<file path="src/rtl/alu_exec_unit.sv">
// Execute stage: single-cycle add/sub/logic ops, iterative one-bit-per-cycle shifts.
// Latency: 1 cycle for non-shift ops and zero-amount shifts, 1+N cycles for a shift by N.
// Backpressure: in_ready only in IDLE; DONE holds result/zero frozen until out_ready.
module alu_exec_unit #(
    parameter int XLEN = 32,
    localparam int SHW = $clog2(XLEN)
) (
    input  logic            clk,
    input  logic            rst,
    input  logic            in_valid,
    output logic            in_ready,
    input  logic [2:0]      alu_control,
    input  logic [XLEN-1:0] operand_a,
    input  logic [XLEN-1:0] operand_b,
    output logic            out_valid,
    input  logic            out_ready,
    output logic [XLEN-1:0] result,
    output logic            zero
);

    typedef enum logic [1:0] {
        IDLE  = 2'd0,
        SHIFT = 2'd1,
        DONE  = 2'd2
    } state_t;

    localparam logic [2:0] OP_ADD = 3'b000;
    localparam logic [2:0] OP_SUB = 3'b001;
    localparam logic [2:0] OP_AND = 3'b010;
    localparam logic [2:0] OP_OR  = 3'b011;
    localparam logic [2:0] OP_XOR = 3'b100;
    localparam logic [2:0] OP_SRL = 3'b101;
    localparam logic [2:0] OP_SLL = 3'b110;

    state_t            state_q, state_d;
    logic [XLEN-1:0]   result_q, result_d;
    logic              zero_q;
    logic [XLEN-1:0]   work_q, work_d;
    logic [SHW-1:0]    cnt_q, cnt_d;
    logic              left_q, left_d;
    logic [XLEN-1:0]   work_shifted;
    logic [SHW-1:0]    amt;

    assign amt       = operand_b[SHW-1:0];
    assign in_ready  = (state_q == IDLE);
    assign out_valid = (state_q == DONE);
    assign result    = result_q;
    assign zero      = zero_q;

    // One-bit step of the working register in the latched direction.
    assign work_shifted = left_q ? {work_q[XLEN-2:0], 1'b0} : {1'b0, work_q[XLEN-1:1]};

    // Next-state and datapath: decode on accept, step shifts, retire on out_ready.
    always_comb begin
        state_d  = state_q;
        result_d = result_q;
        work_d   = work_q;
        cnt_d    = cnt_q;
        left_d   = left_q;
        case (state_q)
            IDLE: begin
                if (in_valid) begin
                    state_d = DONE;
                    // Codes with x/z bits fall to the default arm and yield zero.
                    case (alu_control)
                        OP_ADD: result_d = operand_a + operand_b;
                        OP_SUB: result_d = operand_a - operand_b;
                        OP_AND: result_d = operand_a & operand_b;
                        OP_OR:  result_d = operand_a | operand_b;
                        OP_XOR: result_d = operand_a ^ operand_b;
                        OP_SRL, OP_SLL: begin
                            if (amt == '0) begin
                                result_d = operand_a;
                            end else begin
                                work_d  = operand_a;
                                cnt_d   = amt;
                                left_d  = (alu_control == OP_SLL);
                                state_d = SHIFT;
                            end
                        end
                        default: result_d = '0;
                    endcase
                end
            end
            SHIFT: begin
                work_d = work_shifted;
                cnt_d  = cnt_q - 1'b1;
                if (cnt_q == SHW'(1)) begin
                    result_d = work_shifted;
                    state_d  = DONE;
                end
            end
            DONE: begin
                if (out_ready) begin
                    state_d = IDLE;
                end
            end
            default: state_d = IDLE;
        endcase
    end

    // State and datapath registers; zero flag is registered alongside result.
    always_ff @(posedge clk or posedge rst) begin
        if (rst) begin
            state_q  <= IDLE;
            result_q <= '0;
            zero_q   <= 1'b1;
            work_q   <= '0;
            cnt_q    <= '0;
            left_q   <= 1'b0;
        end else begin
            state_q  <= state_d;
            result_q <= result_d;
            zero_q   <= (result_d == '0);
            work_q   <= work_d;
            cnt_q    <= cnt_d;
            left_q   <= left_d;
        end
    end

endmodule

</file>
<file path="config.mk">
export PLATFORM = sky130hd
export DESIGN_NAME = alu_exec_unit
export DESIGN_NICKNAME = d
export VERILOG_FILES = /design/src/rtl/alu_exec_unit.sv
export SDC_FILE = /design/constraint.sdc
export NUM_CORES = 1
export LEC_CHECK = 0
export BUFFER_PORTS_ARGS = -buffer_cell sky130_fd_sc_hd__buf_2
export CAP_MARGIN = 20
export CORE_MARGIN = 5
export CORE_UTILIZATION = 55
export CTS_CLUSTER_DIAMETER = 60
export DETAILED_ROUTE_END_ITERATION = 7
export HOLD_SLACK_MARGIN = 0.12
export PLACE_DENSITY = 0.78
export SLEW_MARGIN = 20
export SYNTH_ARGS = -nofsm -noshare
export SYNTH_HDL_FRONTEND = slang
export SYNTH_SLANG_ARGS = --single-unit
</file>
<file path="constraint.sdc">
create_clock -name clk -period 2.8 [get_ports clk]
set_input_delay 0.42 -clock clk [delete_from_list [all_inputs] [get_ports clk]]
set_output_delay 0.42 -clock clk [all_outputs]
set_load 0.02 [all_outputs]
</file>
==> impl_results.html <==
<table>
<tr><th>Metric</th><th>Value</th></tr>
<tr><th colspan="2">STA</th></tr>
<tr><td>Relative slew slack</td><td>37.6%</td></tr>
<tr><td>Transition time at the pin with the least slew margin</td><td>936 ps</td></tr>
<tr><td>Final WS setup</td><td>-1510 ps</td></tr>
<tr><td>Hold Slack</td><td>235 ps</td></tr>
<tr><td>Unrepaired setup endpoints after global routing</td><td>yes</td></tr>
<tr><td>Portion of the clock cycle consumed by the worst path in the final layout</td><td>154%</td></tr>
<tr><td>Clock Skews</td><td>14.6 ps</td></tr>
<tr><td>Final critical delay including setup and external delays</td><td>~4300 ps</td></tr>
<tr><td>Max Freq</td><td>between 200 and 250 MHz</td></tr>
<tr><td>Setup_tns</td><td>-16010 ps</td></tr>
<tr><td>Slew Viols, Final</td><td>0</td></tr>
<tr><td>Final count of hold timing violations</td><td>0</td></tr>
<tr><td>Count of endpoints failing setup in the final report</td><td>23</td></tr>
<tr><th colspan="2">Placement</th></tr>
<tr><td>Routability cong.</td><td>roughly 1.0</td></tr>
<tr><td>Count of input and output buffers</td><td>between 100 and 150</td></tr>
<tr><td>Hpwl dp</td><td>~29 mm</td></tr>
<tr><th colspan="2">Route</th></tr>
<tr><td>Topmost layer with routed signal wires</td><td>met5</td></tr>
<tr><td>Metal2 WL</td><td>between 15 and 20 mm</td></tr>
<tr><td>Number of remaining DRC errors</td><td>0</td></tr>
<tr><td>Drt first-iter violations</td><td>~1700</td></tr>
<tr><td>Routed metal-1 wirelength</td><td>around 15 mm</td></tr>
<tr><td>Total via count in the routed design</td><td>around 11000</td></tr>
<tr><td>DR pass1 iterations</td><td>7</td></tr>
<tr><td>Total Wirelength</td><td>between 30 and 40 mm</td></tr>
<tr><td>Avg WL per Cell</td><td>around 23 um</td></tr>
<tr><td>Number of antenna-violating nets in the routed design</td><td>0</td></tr>
<tr><td>Met3 wire length</td><td>5.79 mm</td></tr>
<tr><td>Routed via count divided by cell count</td><td>6.60</td></tr>
<tr><th colspan="2">Logic synthesis</th></tr>
<tr><td>Combined area of all synthesized cells</td><td>between 8000 and 9000 sq um</td></tr>
<tr><td>Synth top area cells</td><td>sky130_fd_sc_hd__dfrtp_1, sky130_fd_sc_hd__ha_1, sky130_fd_sc_hd__mux2i_1</td></tr>
<tr><td>Cell type with the largest total area after synthesis</td><td>sky130_fd_sc_hd__dfrtp_1</td></tr>
<tr><td>Mux contribution to synthesized area</td><td>7.88%</td></tr>
<tr><td>Synthesized area per cell</td><td>~7.8 sq um</td></tr>
<tr><td>Area fraction in compound gates after synthesis</td><td>27.3%</td></tr>
<tr><td>Dominant combinational cell family by area after synthesis</td><td>compound AO/OA/AOI/OAI gates</td></tr>
<tr><td>Dominant synthesized flop cell</td><td>sky130_fd_sc_hd__dfrtp_1</td></tr>
<tr><td>Synthesized-area fraction occupied by adder cells</td><td>14.4%</td></tr>
<tr><td>Syn Nets</td><td>roughly 1300</td></tr>
<tr><td>Number of enable-type register cells in the synthesized netlist</td><td>0</td></tr>
<tr><td>Seq/Total Area, Yosys</td><td>approximately a fifth</td></tr>
<tr><td>FF+latch count, synth</td><td>between 70 and 80</td></tr>
<tr><td>Xor/xnor cell area share of the yosys netlist</td><td>under 10%</td></tr>
<tr><td>Gate count after technology mapping</td><td>between 1000 and 1500</td></tr>
<tr><td>Async set-or-reset flop fraction in the synthesized netlist</td><td>between 90% and 100%</td></tr>
<tr><td>Share of the synthesized area in the top cell type</td><td>about a fifth</td></tr>
<tr><td>Warnings from Yosys</td><td>0</td></tr>
<tr><td>Distinct cell type count after synthesis</td><td>85</td></tr>
<tr><td>Post-Synth Simple-Gate Area</td><td>between 15 and 20%</td></tr>
<tr><th colspan="2">CTS</th></tr>
<tr><td>CTS H-tree depth</td><td>3</td></tr>
<tr><td>Root buffer cell</td><td>sky130_fd_sc_hd__clkbuf_16</td></tr>
<tr><td>Number of clock sinks seen by CTS</td><td>73</td></tr>
<tr><td>TritonCTS clock tree</td><td>built</td></tr>
<tr><td>Worst-skew pair later-pin latency</td><td>approximately 350 ps</td></tr>
<tr><td>Clock edge transition at the registers on the reported setup and hold paths</td><td>70 ps</td></tr>
<tr><td>Number of buffers created by CTS</td><td>9</td></tr>
<tr><td>Clk buf depth</td><td>2</td></tr>
<tr><th colspan="2">Floorplan</th></tr>
<tr><td>Height of the die</td><td>136 um</td></tr>
<tr><td>Placement Rows</td><td>between 40 and 50</td></tr>
<tr><td>Top-level I/O count</td><td>about 110</td></tr>
<tr><td>Core Area</td><td>15800 sq um</td></tr>
<tr><td>Initial cell density of the core</td><td>between 50% and 60%</td></tr>
<tr><td>Total Die Area</td><td>approximately 19000 sq um</td></tr>
<tr><td>DIE WIDTH</td><td>between 100 and 150 um</td></tr>
<tr><th colspan="2">Critical path</th></tr>
<tr><td>Startpoint of the lowest-slack register-to-register path</td><td>cnt_q[1]</td></tr>
<tr><td>Critical path's slowest cell</td><td>sky130_fd_sc_hd__or4_4</td></tr>
<tr><td>Cell with the most instances on the worst path</td><td>sky130_fd_sc_hd__nand4_1</td></tr>
<tr><td>Launch point of the worst path</td><td>operand_b[14]</td></tr>
<tr><td>Cells along the critical path</td><td>buf_6 &gt; or4_4 &gt; or3_4 &gt; nor4_4 &gt; a21oi_1 &gt; xnor2_1 &gt; ha_1 &gt; nand4_1 &gt; buf_4 &gt; or2_4 &gt; o22ai_2 &gt; nor3_1 &gt; mux2i_1 &gt; nand2_1 &gt; a2111o_1 &gt; nor4_2 &gt; nand4_1 &gt; nor3_2</td></tr>
<tr><td>FF-to-FF path depth</td><td>12</td></tr>
<tr><td>Crit path required time</td><td>just over 3000 ps</td></tr>
<tr><td>Capture point of the worst path</td><td>zero</td></tr>
<tr><td>Kind of end point of the critical path</td><td>flop</td></tr>
<tr><td>Crit Path Class</td><td>in -&gt; reg</td></tr>
<tr><td>Arrival time at the worst endpoint</td><td>roughly 4600 ps</td></tr>
<tr><td>Register-to-register setup slack</td><td>-440 ps</td></tr>
<tr><td>Biggest fanout along the worst timing path</td><td>6</td></tr>
<tr><td>Kind of launch point of the worst setup path</td><td>input port</td></tr>
<tr><td>End of the worst register-to-register path</td><td>zero</td></tr>
<tr><td>CP peak stage delay</td><td>roughly 550 ps</td></tr>
<tr><th colspan="2">Finish</th></tr>
<tr><td>Commonest cells after routing, fill and taps aside</td><td>sky130_fd_sc_hd__buf_4, sky130_fd_sc_hd__nor2_1, sky130_fd_sc_hd__buf_2</td></tr>
<tr><td>Most frequent standard cell in the layout excluding fill and tap cells</td><td>sky130_fd_sc_hd__buf_4</td></tr>
<tr><td>Relative area change from synthesis to final layout</td><td>49.1%</td></tr>
<tr><td>Fillcell total</td><td>just under 1000</td></tr>
<tr><td># diodes</td><td>0</td></tr>
<tr><td>Net count of the finished layout</td><td>approximately 1700</td></tr>
<tr><td>Share of cells above drive strength 1</td><td>~40%</td></tr>
<tr><th colspan="2">GRT</th></tr>
<tr><td>Remaining global-route overflow</td><td>0</td></tr>
<tr><td>Via count of the first global-routing pass</td><td>10700</td></tr>
<tr><td>Antenna violations before repair</td><td>1</td></tr>
<tr><td>Global-route usage over all layers</td><td>between 40% and 50%</td></tr>
<tr><td>Wire length of the first global-routing pass</td><td>slightly below 60 mm</td></tr>
<tr><td>Maximum number of pins on one net before global-route repair</td><td>50</td></tr>
<tr><th colspan="2">Power</th></tr>
<tr><td>Total power divided by cell area</td><td>between 600 and 700 nW/um^2</td></tr>
<tr><td>Maximum vdd drop</td><td>about 0.00056 V</td></tr>
<tr><td>Static leakage</td><td>between 6 and 7 nW</td></tr>
<tr><th colspan="2">Job</th></tr>
<tr><td>Max-cap violations</td><td>0</td></tr>
<tr><th colspan="2">Hold path</th></tr>
<tr><td>Hold Crit Class</td><td>in -&gt; async</td></tr>
<tr><th colspan="2">Outcome</th></tr>
<tr><td>Violations in the final reports</td><td>setup timing</td></tr>
<tr><td>Status</td><td>finished with violations</td></tr>
</table>
## per-layer routing
layer  global-route usage, %  up-vias
met5                       0        -
met4                    14.2        2
met3                    13.2      218
met2                    59.3      972
met1                    55.4     5322
li1                        -     4875
## Yosys cell counts, types with 25 or more instances
| cell type | n |
|---|---|
| sky130_fd_sc_hd__ha_1 | 99 |
| sky130_fd_sc_hd__dfrtp_1 | 72 |
| sky130_fd_sc_hd__mux2i_1 | 61 |
| sky130_fd_sc_hd__nor2_1 | 115 |
| sky130_fd_sc_hd__a22oi_1 | 38 |
| sky130_fd_sc_hd__o21ai_0 | 88 |
| sky130_fd_sc_hd__nand2_1 | 92 |
| sky130_fd_sc_hd__a21oi_1 | 81 |
| sky130_fd_sc_hd__clkbuf_1 | 43 |
| sky130_fd_sc_hd__inv_1 | 76 |
| sky130_fd_sc_hd__xnor2_1 | 41 |
| sky130_fd_sc_hd__o22ai_1 | 25 |
## metrics by stage
step / setup WS, ps / power (W) / cell area (sq um) / std cells / utilization, %
detailed placement: -1870 / 0.00706 / 11900 / 1687 / 75.2
global placement: -1660 / 0.00693 / 11900 / 1687 / 75.2
CTS: -1230 / 0.00851 / 12600 / 1714 / 80.1
finish: -1510 / 0.00903 / 13000 / 1726 / 82.7
floorplan: -1250 / 0.00472 / 8990 / 1122 / -
global route: -1690 / 0.00944 / 13000 / 1726 / 82.7
## logic make-up after synthesis
logic type / count (synthesis)
AOI/OAI and AO/OA: 363
DFF: 73
and+or+nand+nor: 325
adders and majority gates: 100
buffers and inverters: 143
xor gates and xnor gates: 50
muxes: 68
## state kept, by name (all words and copies together), names as in the netlist
name     flops
work_q      32
cnt_q        5
result      32
left_q       1
zero         1
state_q      2
## area by class of cell
type	instances	area (sq um)	share of cell area [%]
clock buffers	9	225	1.73
clock inverters	7	77.6	0.595
inverters	76	287	2.20
multi-input cells	906	7140	54.7
flip-flops and latches	73	1830	14.0
well taps	216	270	2.07
repair buffers	439	3220	24.7
## power by group
group,internal (W),total (W),switching (W)
registers,0.00152,0.00204,0.000513
logic,0.00253,0.00577,0.00325
clock network,0.000699,0.00122,0.000518
total,0.00475,0.00903,0.00428
## worst min path at each step
stage | from | cells past startpoint | slack (ps) | endpoint
6_report | rst | 2 | 240 | work_q[23]
5_1_grt | rst | 2 | 310 | work_q[23]
4_1_cts | rst | 2 | 280 | result[23]
3_5_place_dp | work_q[31] | 2 | 490 | work_q[31]
3_3_place_gp | work_q[1] | 2 | 480 | work_q[1]
2_1_floorplan | work_q[31] | 2 | 460 | work_q[31]
## repair_timing
action / 4_1_cts / 5_1_grt
pin swaps: 49 / 47
buffers inserted: 13 / 15
gates resized for setup: 76 / 66
endpoints found under the setup margin: 22 / 25
hold buffers: 0 / 0
## worst max-delay path: cells and delay by family
kind                       cells  cell delay, ps
AOI/OAI and AO/OA              3             680
xor gates and xnor gates       1             150
buffers and inverters          2             310
and+or+nand+nor               10            2340
adders and majority gates      1             480
muxes                          1             170
Power figures use the tool's default switching activity.
